===== src/rtl/dff_down_counter.sv =====
// Loadable down-counter / countdown timer with a one-cycle done pulse.
// Optional auto-reload turns it into a periodic tick generator.
module dff_down_counter #(
    parameter int WIDTH       = 8,
    parameter bit AUTO_RELOAD = 1'b0
) (
    input  logic             clk,
    input  logic             reset,
    input  logic             load_valid,
    output logic             load_ready,
    input  logic [WIDTH-1:0] load_value,
    input  logic             enable,
    input  logic             abort,
    output logic [WIDTH-1:0] count,
    output logic             busy,
    output logic             done
);

    typedef enum logic {
        ST_IDLE = 1'b0,
        ST_RUN  = 1'b1
    } state_t;

    localparam logic [WIDTH-1:0] CNT_ZERO = {WIDTH{1'b0}};
    localparam logic [WIDTH-1:0] CNT_ONE  = {{(WIDTH-1){1'b0}}, 1'b1};

    state_t           state_q;
    state_t           state_d;
    logic [WIDTH-1:0] count_q;
    logic [WIDTH-1:0] count_d;
    logic [WIDTH-1:0] reload_q;
    logic [WIDTH-1:0] reload_d;
    logic             done_q;
    logic             done_d;

    // State, count, reload value and done pulse registers.
    always_ff @(posedge clk or posedge reset) begin
        if (reset) begin
            state_q  <= ST_IDLE;
            count_q  <= CNT_ZERO;
            reload_q <= CNT_ZERO;
            done_q   <= 1'b0;
        end else begin
            state_q  <= state_d;
            count_q  <= count_d;
            reload_q <= reload_d;
            done_q   <= done_d;
        end
    end

    // Next-state logic: abort beats terminal/decrement, which beats load.
    always_comb begin
        state_d  = state_q;
        count_d  = count_q;
        reload_d = reload_q;
        done_d   = 1'b0;
        if (abort) begin
            state_d = ST_IDLE;
            count_d = CNT_ZERO;
        end else begin
            case (state_q)
                ST_IDLE: begin
                    if (load_valid) begin
                        if (load_value != CNT_ZERO) begin
                            count_d  = load_value;
                            reload_d = load_value;
                            state_d  = ST_RUN;
                        end else begin
                            // A zero load completes immediately without entering RUN.
                            count_d = CNT_ZERO;
                            done_d  = 1'b1;
                        end
                    end else begin
                        count_d = count_q;
                    end
                end
                ST_RUN: begin
                    if (enable) begin
                        if (count_q > CNT_ONE) begin
                            count_d = count_q - CNT_ONE;
                        end else if (count_q == CNT_ONE) begin
                            done_d = 1'b1;
                            if (AUTO_RELOAD) begin
                                count_d = reload_q;
                            end else begin
                                count_d = CNT_ZERO;
                                state_d = ST_IDLE;
                            end
                        end else begin
                            // Zero in RUN is unreachable; recover quietly without a pulse.
                            count_d = CNT_ZERO;
                            state_d = ST_IDLE;
                        end
                    end else begin
                        count_d = count_q;
                    end
                end
                default: begin
                    state_d = ST_IDLE;
                    count_d = CNT_ZERO;
                end
            endcase
        end
    end

    assign load_ready = (state_q == ST_IDLE);
    assign busy       = (state_q == ST_RUN);
    assign count      = count_q;
    assign done       = done_q;

endmodule


===== config.mk =====
export PLATFORM = sky130hd
export DESIGN_NAME = dff_down_counter
export DESIGN_NICKNAME = d
export VERILOG_FILES = /design/src/rtl/dff_down_counter.sv
export SDC_FILE = /design/constraint.sdc
export NUM_CORES = 1
export LEC_CHECK = 0
export BUFFER_PORTS_ARGS = -buffer_cell sky130_fd_sc_hd__buf_2
export CORE_ASPECT_RATIO = 1.2
export CORE_MARGIN = 1
export CORE_UTILIZATION = 29
export CTS_CLUSTER_SIZE = 8
export DETAILED_ROUTE_END_ITERATION = 16
export PLACE_DENSITY_LB_ADDON = 0.05
export SLEW_MARGIN = 15
export SYNTH_ARGS = -nofsm -noshare
export SYNTH_HDL_FRONTEND = slang
export SYNTH_SLANG_ARGS = --single-unit

===== constraint.sdc =====
create_clock -name clk -period 1.6 [get_ports clk]
set_input_delay 0.48 -clock clk [delete_from_list [all_inputs] [get_ports clk]]
set_output_delay 0.48 -clock clk [all_outputs]
set_load 0.05 [all_outputs]

==> metrics.yaml, run 1 <==
run_status:
  status: "finished with violations"
  violations: "negative setup slack"
power_and_ir_drop:
  cellPowerDensity_mw_per_mm2: 995
  p_comb_share_pct: 48.8
  intPower_uw: 656
  total_power_mw: 1.09
  seq_power_share_pct: 29.3
  switchingPower_uw: 433
  pwr-share-clk_pct: 21.9
  ir_worst_vdd_mv: 0.669
  p_leak_nw: 0.517
  switching_share_pct: 39.7
critical_path:
  cp_common_cell: "or3_4"
  crit_required_ns: 1.80
  crit_path_max_fanout: 2
  worstSetupPathType: "reg2reg"
  cpMaxStageDelayCell: "or4_1"
  cp_slowest_stage_delay_ns: 0.41
  crit_buf_inv: 0
  cp-start-kind: "flop"
  end_kind: "flop"
  critical_path.top_delay_family: "simple AND/OR/NAND/NOR gates"
  worstPathArrival_ns: 1.94
  cp_cell_sequence: "or3_4 -> or3_4 -> or4_1 -> a21oi_1"
routing:
  drtIter0Drc: 9
  vias_per_cell: 5.26
  antenna_left: 0
  wl_um: 2190
  first_pass_iters: 4
  routedWlPerCell_um: 14.5
  via_count: 794
  drc: 0
synth:
  postSynthCellCount: 77
  netlist.area_leader.share_pct: 36.4
  syn_area_um2: 688
  ys_seq_area_share_pct: 36.4
  synth-seq-cells: 10
  syn_avg_cell_area_um2: 8.94
  synthTopCellsByArea: "dfrtp_1 (36%), nand2_1 (4.9%), o211ai_1 (4.4%)"
  yosysUniqueCellTypes: 37
  synthArstFlopShare_pct: 100
  synthFlopType: "dfrtp_1"
  synth-edff-count: 0
  synth_nets: 92
  synth_top_area_cell: "dfrtp_1"
  yosys_warnings: 0
cells_and_area:
  area_delta_synth_final_pct: 59.1
  drive_gt1_share_pct: 54.5
  final_cell_mix: "buf_2 (22), buf_4 (17), nand2_1 (9)"
  final_common_cell: "buf_2"
  antenna_cells: 0
  final_area_mm2: 0.00109
  num-nets-final: 137
die:
  pin_count: 24
  initial_utilization_pct: 32.2
  rows: 18
  dieArea_mm2: 0.00257
  die_w_um: 46.5
  core_region_area_mm2: 0.00214
  die_h_um: 55.4
sta:
  drv_slew: 0
  setup_slack_ns: -0.140
  min_period_ns: 1.74
  tns_ns: -0.356
  clock_skew_ns: 0.00234
  min_period_over_period_pct: 109
  worst_slew_pin_slew_ns: 0.413
  setup_viol: 5
  fmaxAchievable_mhz: 575
  rsz0062_at_grt: "true"
  timing.slew.headroom_pct: 72.5
  hold_viol: 0
place:
  hpwl_um: 1690
  dpl_cell_area_mm2: 0.00101
  port_buffers: 23
  gp_congestion: 0.826
  dp_slack_ns: -0.123
clocking:
  clock_sinks: 10
  clockBufferDepth: 2
  cts_tree: "yes"
  cts_buffers: 3
  cts_hold_buffers: 0
  htreeDepth: 1
  root_buffer: "clkbuf_4"
  clk_latency_ns: 0.27
  clk_pin_slew_ns: 0.07
worst_hold_path:
  hold_class: "in2async"
grt:
  antenna_found_initial: 0
  grt_max_degree: 12
  grt_overflow: 0
  grt_pass1_vias: 718
  grtUsageTotal_pct: 18.5
  grt_pass1_wl_um: 3400
flow_run:
  drv_cap: 0
[sequential cells by signal, indices dropped and copies added, names as in the netlist]
name / count
done: 1
count: 8
busy: 1
[area by class of cell]
class	instances	area [µm²]
Clock buffer	4	36.3
Timing Repair Buffer	41	260
Sequential cell	10	256
Inverter	5	18.8
Multi-Input combinational cell	61	485
Fill cell	219	1040
Tap cell	30	37.5
[power groups by stage]
stage	combinational, mW	sequential, mW	clock (mW)
after global routing	0.573	0.323	0.253
after detailed placement	0.482	0.320	0
after floorplan	0.203	0.414	0
after CTS	0.511	0.317	0.246
after global placement	0.484	0.321	0
final	0.532	0.319	0.239
[metal layers]
metal	wire length [µm]	GRT usage (%)	up-vias	part of all wire [%]
li1	-	-	389	-
met1	1010	26.8	366	46
met2	1010	26.6	33	46
met3	114	1.96	6	5.2
met4	51	8.82	0	2.3
met5	0	0	-	0
[path summary, 6_finish.rpt]
kind	start	end	slack, ns	depth (start not counted)
max in group asynchronous	reset	count[2]$_DFFE_PP0P_	1.10	2
min in group clk	abort	busy$_DFF_PP0_	0.44	2
hold / removal	reset	busy$_DFF_PP0_	0.18	2
hold reg to reg	count[1]$_DFFE_PP0P_	count[1]$_DFFE_PP0P_	0.66	3
setup reg to reg	count[4]$_DFFE_PP0P_	done$_DFF_PP0_	-0.14	4
setup / recovery	count[4]$_DFFE_PP0P_	done$_DFF_PP0_	-0.14	4
[cells by family after synthesis]
| group | after synthesis | synth area share, % |
|---|---|---|
| AO/OA/AOI/OAI | 29 | 29.8 |
| flip-flops | 10 | 36.4 |
| buffers and inverters | 6 | 4.36 |
| AND/OR/NAND/NOR | 30 | 25.8 |
| adder cells (fa/ha/maj) | 2 | 3.64 |
[cell usage after synthesis (2+ instances only)]
cell type,instances
a21oi_1,5
nor3b_1,2
nor4_1,2
a22oi_1,2
or4_1,2
a311oi_1,3
o21ai_0,2
o211ai_1,4
dfrtp_1,10
o21ai_1,2
a211oi_1,2
nor2_1,3
inv_1,5
ha_1,2
nand2_1,9
[metrics by stage]
stage,hold WS [ns],instances,utilization [%]
after floorplan,0.320,77,-
after global placement,0.491,146,47.0
after detailed placement,0.497,146,47.0
after CTS,0.196,150,50.1
after global routing,0.216,151,51.2
final,0.180,151,51.2
[what timing repair did]
action                                  in CTS  in global routing
pin swaps                                    3                  1
endpoints found under the setup margin       8                 11
gates resized for setup                      5                  3
setup buffers                                0                  1
[worst register-to-register path: cells and delay by family, from the launching register on]
| kind | cells | cell delay, ns |
|---|---|---|
| and+or+nand+nor | 3 | 1.13 |
| DFF | 1 | 0.40 |
| AOI/OAI and AO/OA | 1 | 0.14 |
Power figures use the tool's default switching activity.
==> inputs of run 2 (changes only) <==
==> constraint.sdc (replaced) <==
create_clock -name clk -period 1.6 [get_ports clk]
set_input_delay 0 -clock clk [delete_from_list [all_inputs] [get_ports clk]]
set_output_delay 0 -clock clk [all_outputs]
set_load 0.05 [all_outputs]
==> run 2 against run 1 <==
Effect of this change:
- the run still ends with negative setup slack left
- wire length increased by 6.3%
- global-route usage rose by 1.7 points
- via count up 5.2%
- setup slack got worse by 0.035 ns
- sequential share of layout area decreased by 1.7 points
- clock skew rose by 0.0078 ns
- die area is the same
- first-iteration DRC count grew 110%
- critical path type unchanged
==> metrics.yaml, run 2 (synthesized netlist as in run 1, its figures left out) <==
die:
  core_region_area_mm2: 0.00214  # unchanged
  rows: 18  # unchanged
  pin_count: 24  # unchanged
  dieArea_mm2: 0.00257  # unchanged
  die_h_um: 55.4  # unchanged
  initial_utilization_pct: 32.2  # unchanged
  die_w_um: 46.5  # unchanged
grt:
  grt_pass1_vias: 826  # was 718
  grtUsageTotal_pct: 20.3  # was 18.5%
  grt_max_degree: 12  # unchanged
  antenna_found_initial: 0  # unchanged
  grt_overflow: 0  # unchanged
  grt_pass1_wl_um: 3840  # was 3400 µm
routing:
  via_count: 835  # was 794
  vias_per_cell: 5.25  # was 5.26
  routedWlPerCell_um: 14.6  # was 14.5 µm
  drtIter0Drc: 19  # was 9
  first_pass_iters: 4  # unchanged
  drc: 0  # unchanged
  antenna_left: 0  # unchanged
  wl_um: 2330  # was 2190 µm
clocking:
  htreeDepth: 1  # unchanged
  cts_buffers: 3  # unchanged
  clk_latency_ns: 0.28  # was 0.27 ns
  clockBufferDepth: 2  # unchanged
  clock_sinks: 10  # unchanged
  clk_pin_slew_ns: 0.08  # was 0.07 ns
  root_buffer: "clkbuf_4"  # unchanged
  cts_tree: "yes"  # unchanged
sta:
  timing.slew.headroom_pct: 66.9  # was 72.5%
  min_period_ns: 1.78  # was 1.74 ns
  clock_skew_ns: 0.0102  # was 0.00234 ns
  min_period_over_period_pct: 111  # was 109%
  rsz0062_at_grt: "true"  # unchanged
  fmaxAchievable_mhz: 563  # was 575 MHz
  drv_slew: 0  # unchanged
  worst_slew_pin_slew_ns: 0.492  # was 0.413 ns
  setup_viol: 2  # was 5
  hold_viol: 0  # unchanged
  setup_slack_ns: -0.175  # was -0.140 ns
  tns_ns: -0.181  # was -0.356 ns
cells_and_area:
  fillCellCount: 196  # was 219
  drive_gt1_share_pct: 54.3  # was 54.5%
  seqCellArea_um2: 258  # was 256 µm²
  final_cell_mix: "buf_2 (23), buf_4 (16), nand2_1 (9), dlygate4sd3_1 (9), dfrtp_2 (6)"  # was buf_2 (22), buf_4 (17), nand2_1 (9)
  multi_input_area_um2: 502  # was 485 µm²
  num-nets-final: 145  # was 137
  largest_register_ffs: 8  # unchanged
  final_common_cell: "buf_2"  # unchanged
  antenna_cells: 0  # unchanged
  area_delta_synth_final_pct: 72.7  # was 59.1%
critical_path:
  worstSetupPathType: "reg2reg"  # unchanged
  end_kind: "flop"  # unchanged
  crit_required_ns: 1.80  # about the same
  worstPathArrival_ns: 1.98  # was 1.94 ns
  crit_path_max_fanout: 2  # unchanged
  cp-start-kind: "flop"  # unchanged
place:
  hpwl_um: 1610  # was 1690 µm
  port_buffers: 23  # unchanged
  dp_slack_ns: -0.121  # was -0.123 ns
  gp_congestion: 0.779  # was 0.826
power_and_ir_drop:
  cellPowerDensity_mw_per_mm2: 938  # was 995 mW/mm²
  ir_worst_vdd_mv: 0.537  # was 0.669 mV
  p_leak_nw: 0.545  # was 0.517 nW
worst_hold_path:
  hold_class: "in2reg"  # was in2async
run_status:
  status: "finished with violations"  # unchanged
  violations: "negative setup slack"  # unchanged
flow_run:
  drv_cap: 0  # unchanged
## run 2: cell count changes in the layout (fill, tap and decap cells not counted), sizes merged
cell	before	now
dlygate4sd3	0	9
buf	41	40
## run 2: per-layer routing
layer | share of wire [%] | GRT usage, % | wire length, µm
met5 | 0 | 0 | 0
met4 | 1.1 | 6.30 | 26
met3 | 3.4 | 2.94 | 79
met2 | 47 | 30.8 | 1110
met1 | 48 | 28.7 | 1120
## run 2: worst max-delay path: stages (launching register included)
cell,delay [ns]
dfrtp_2,0.40
or3_4,0.39
or3_4,0.35
or4_4,0.42
a21oi_2,0.13
## run 2: where the power goes
part / switching (mW) / internal, mW / leakage, nW
Sequential: 0.0353 / 0.282 / 0.124
Clock: 0.107 / 0.138 / 0.0210
Combinational: 0.310 / 0.241 / 0.399
Total: 0.453 / 0.661 / 0.545
## run 2: path summary, 6_finish.rpt
kind,end,cells after the start,start,slack (ns)
setup / recovery,done$_DFF_PP0_,4,count[4]$_DFFE_PP0P_,-0.18
hold / removal,busy$_DFF_PP0_,3,load_valid,0.05
setup reg to reg,done$_DFF_PP0_,4,count[4]$_DFFE_PP0P_,-0.18
hold reg to reg,busy$_DFF_PP0_,1,busy$_DFF_PP0_,0.65
max in group asynchronous,count[0]$_DFFE_PP0P_,3,reset,1.03
min in group asynchronous,count[7]$_DFFE_PP0P_,3,reset,0.24
## run 2: through the flow
| stage | cell area [µm²] | total power [mW] | utilization, % | cells | hold slack (ns) |
|---|---|---|---|---|---|
| global placement | 1010 | 0.798 | 47.0 | 146 | 0.0210 |
| detailed placement | 1010 | 0.798 | 47.0 | 146 | 0.0158 |
| CTS | 1160 | 1.09 | 54.1 | 159 | 0.0442 |
| floorplan | 737 | 0.617 | - | 77 | -0.160 |
| finish | 1190 | 1.11 | 55.6 | 159 | 0.0516 |
| global route | 1190 | 1.17 | 55.6 | 159 | 0.0828 |
## run 2: final cells by class
cell class	instances	share of cell area, %
repair buffers	49	28.3
inverters	5	1.58
clock buffers	4	3.05
multi-input cells	61	42.2
flip-flops and latches	10	21.7
well taps	30	3.16
## run 2: repair_timing
| action | CTS | global route |
|---|---|---|
| hold endpoints to repair | 18 | 0 |
| endpoints found under the setup margin | 3 | 6 |
| setup buffers | 0 | 0 |
| pin swaps | 2 | 7 |
| resized for setup | 4 | 8 |
| hold buffers | 9 | 0 |
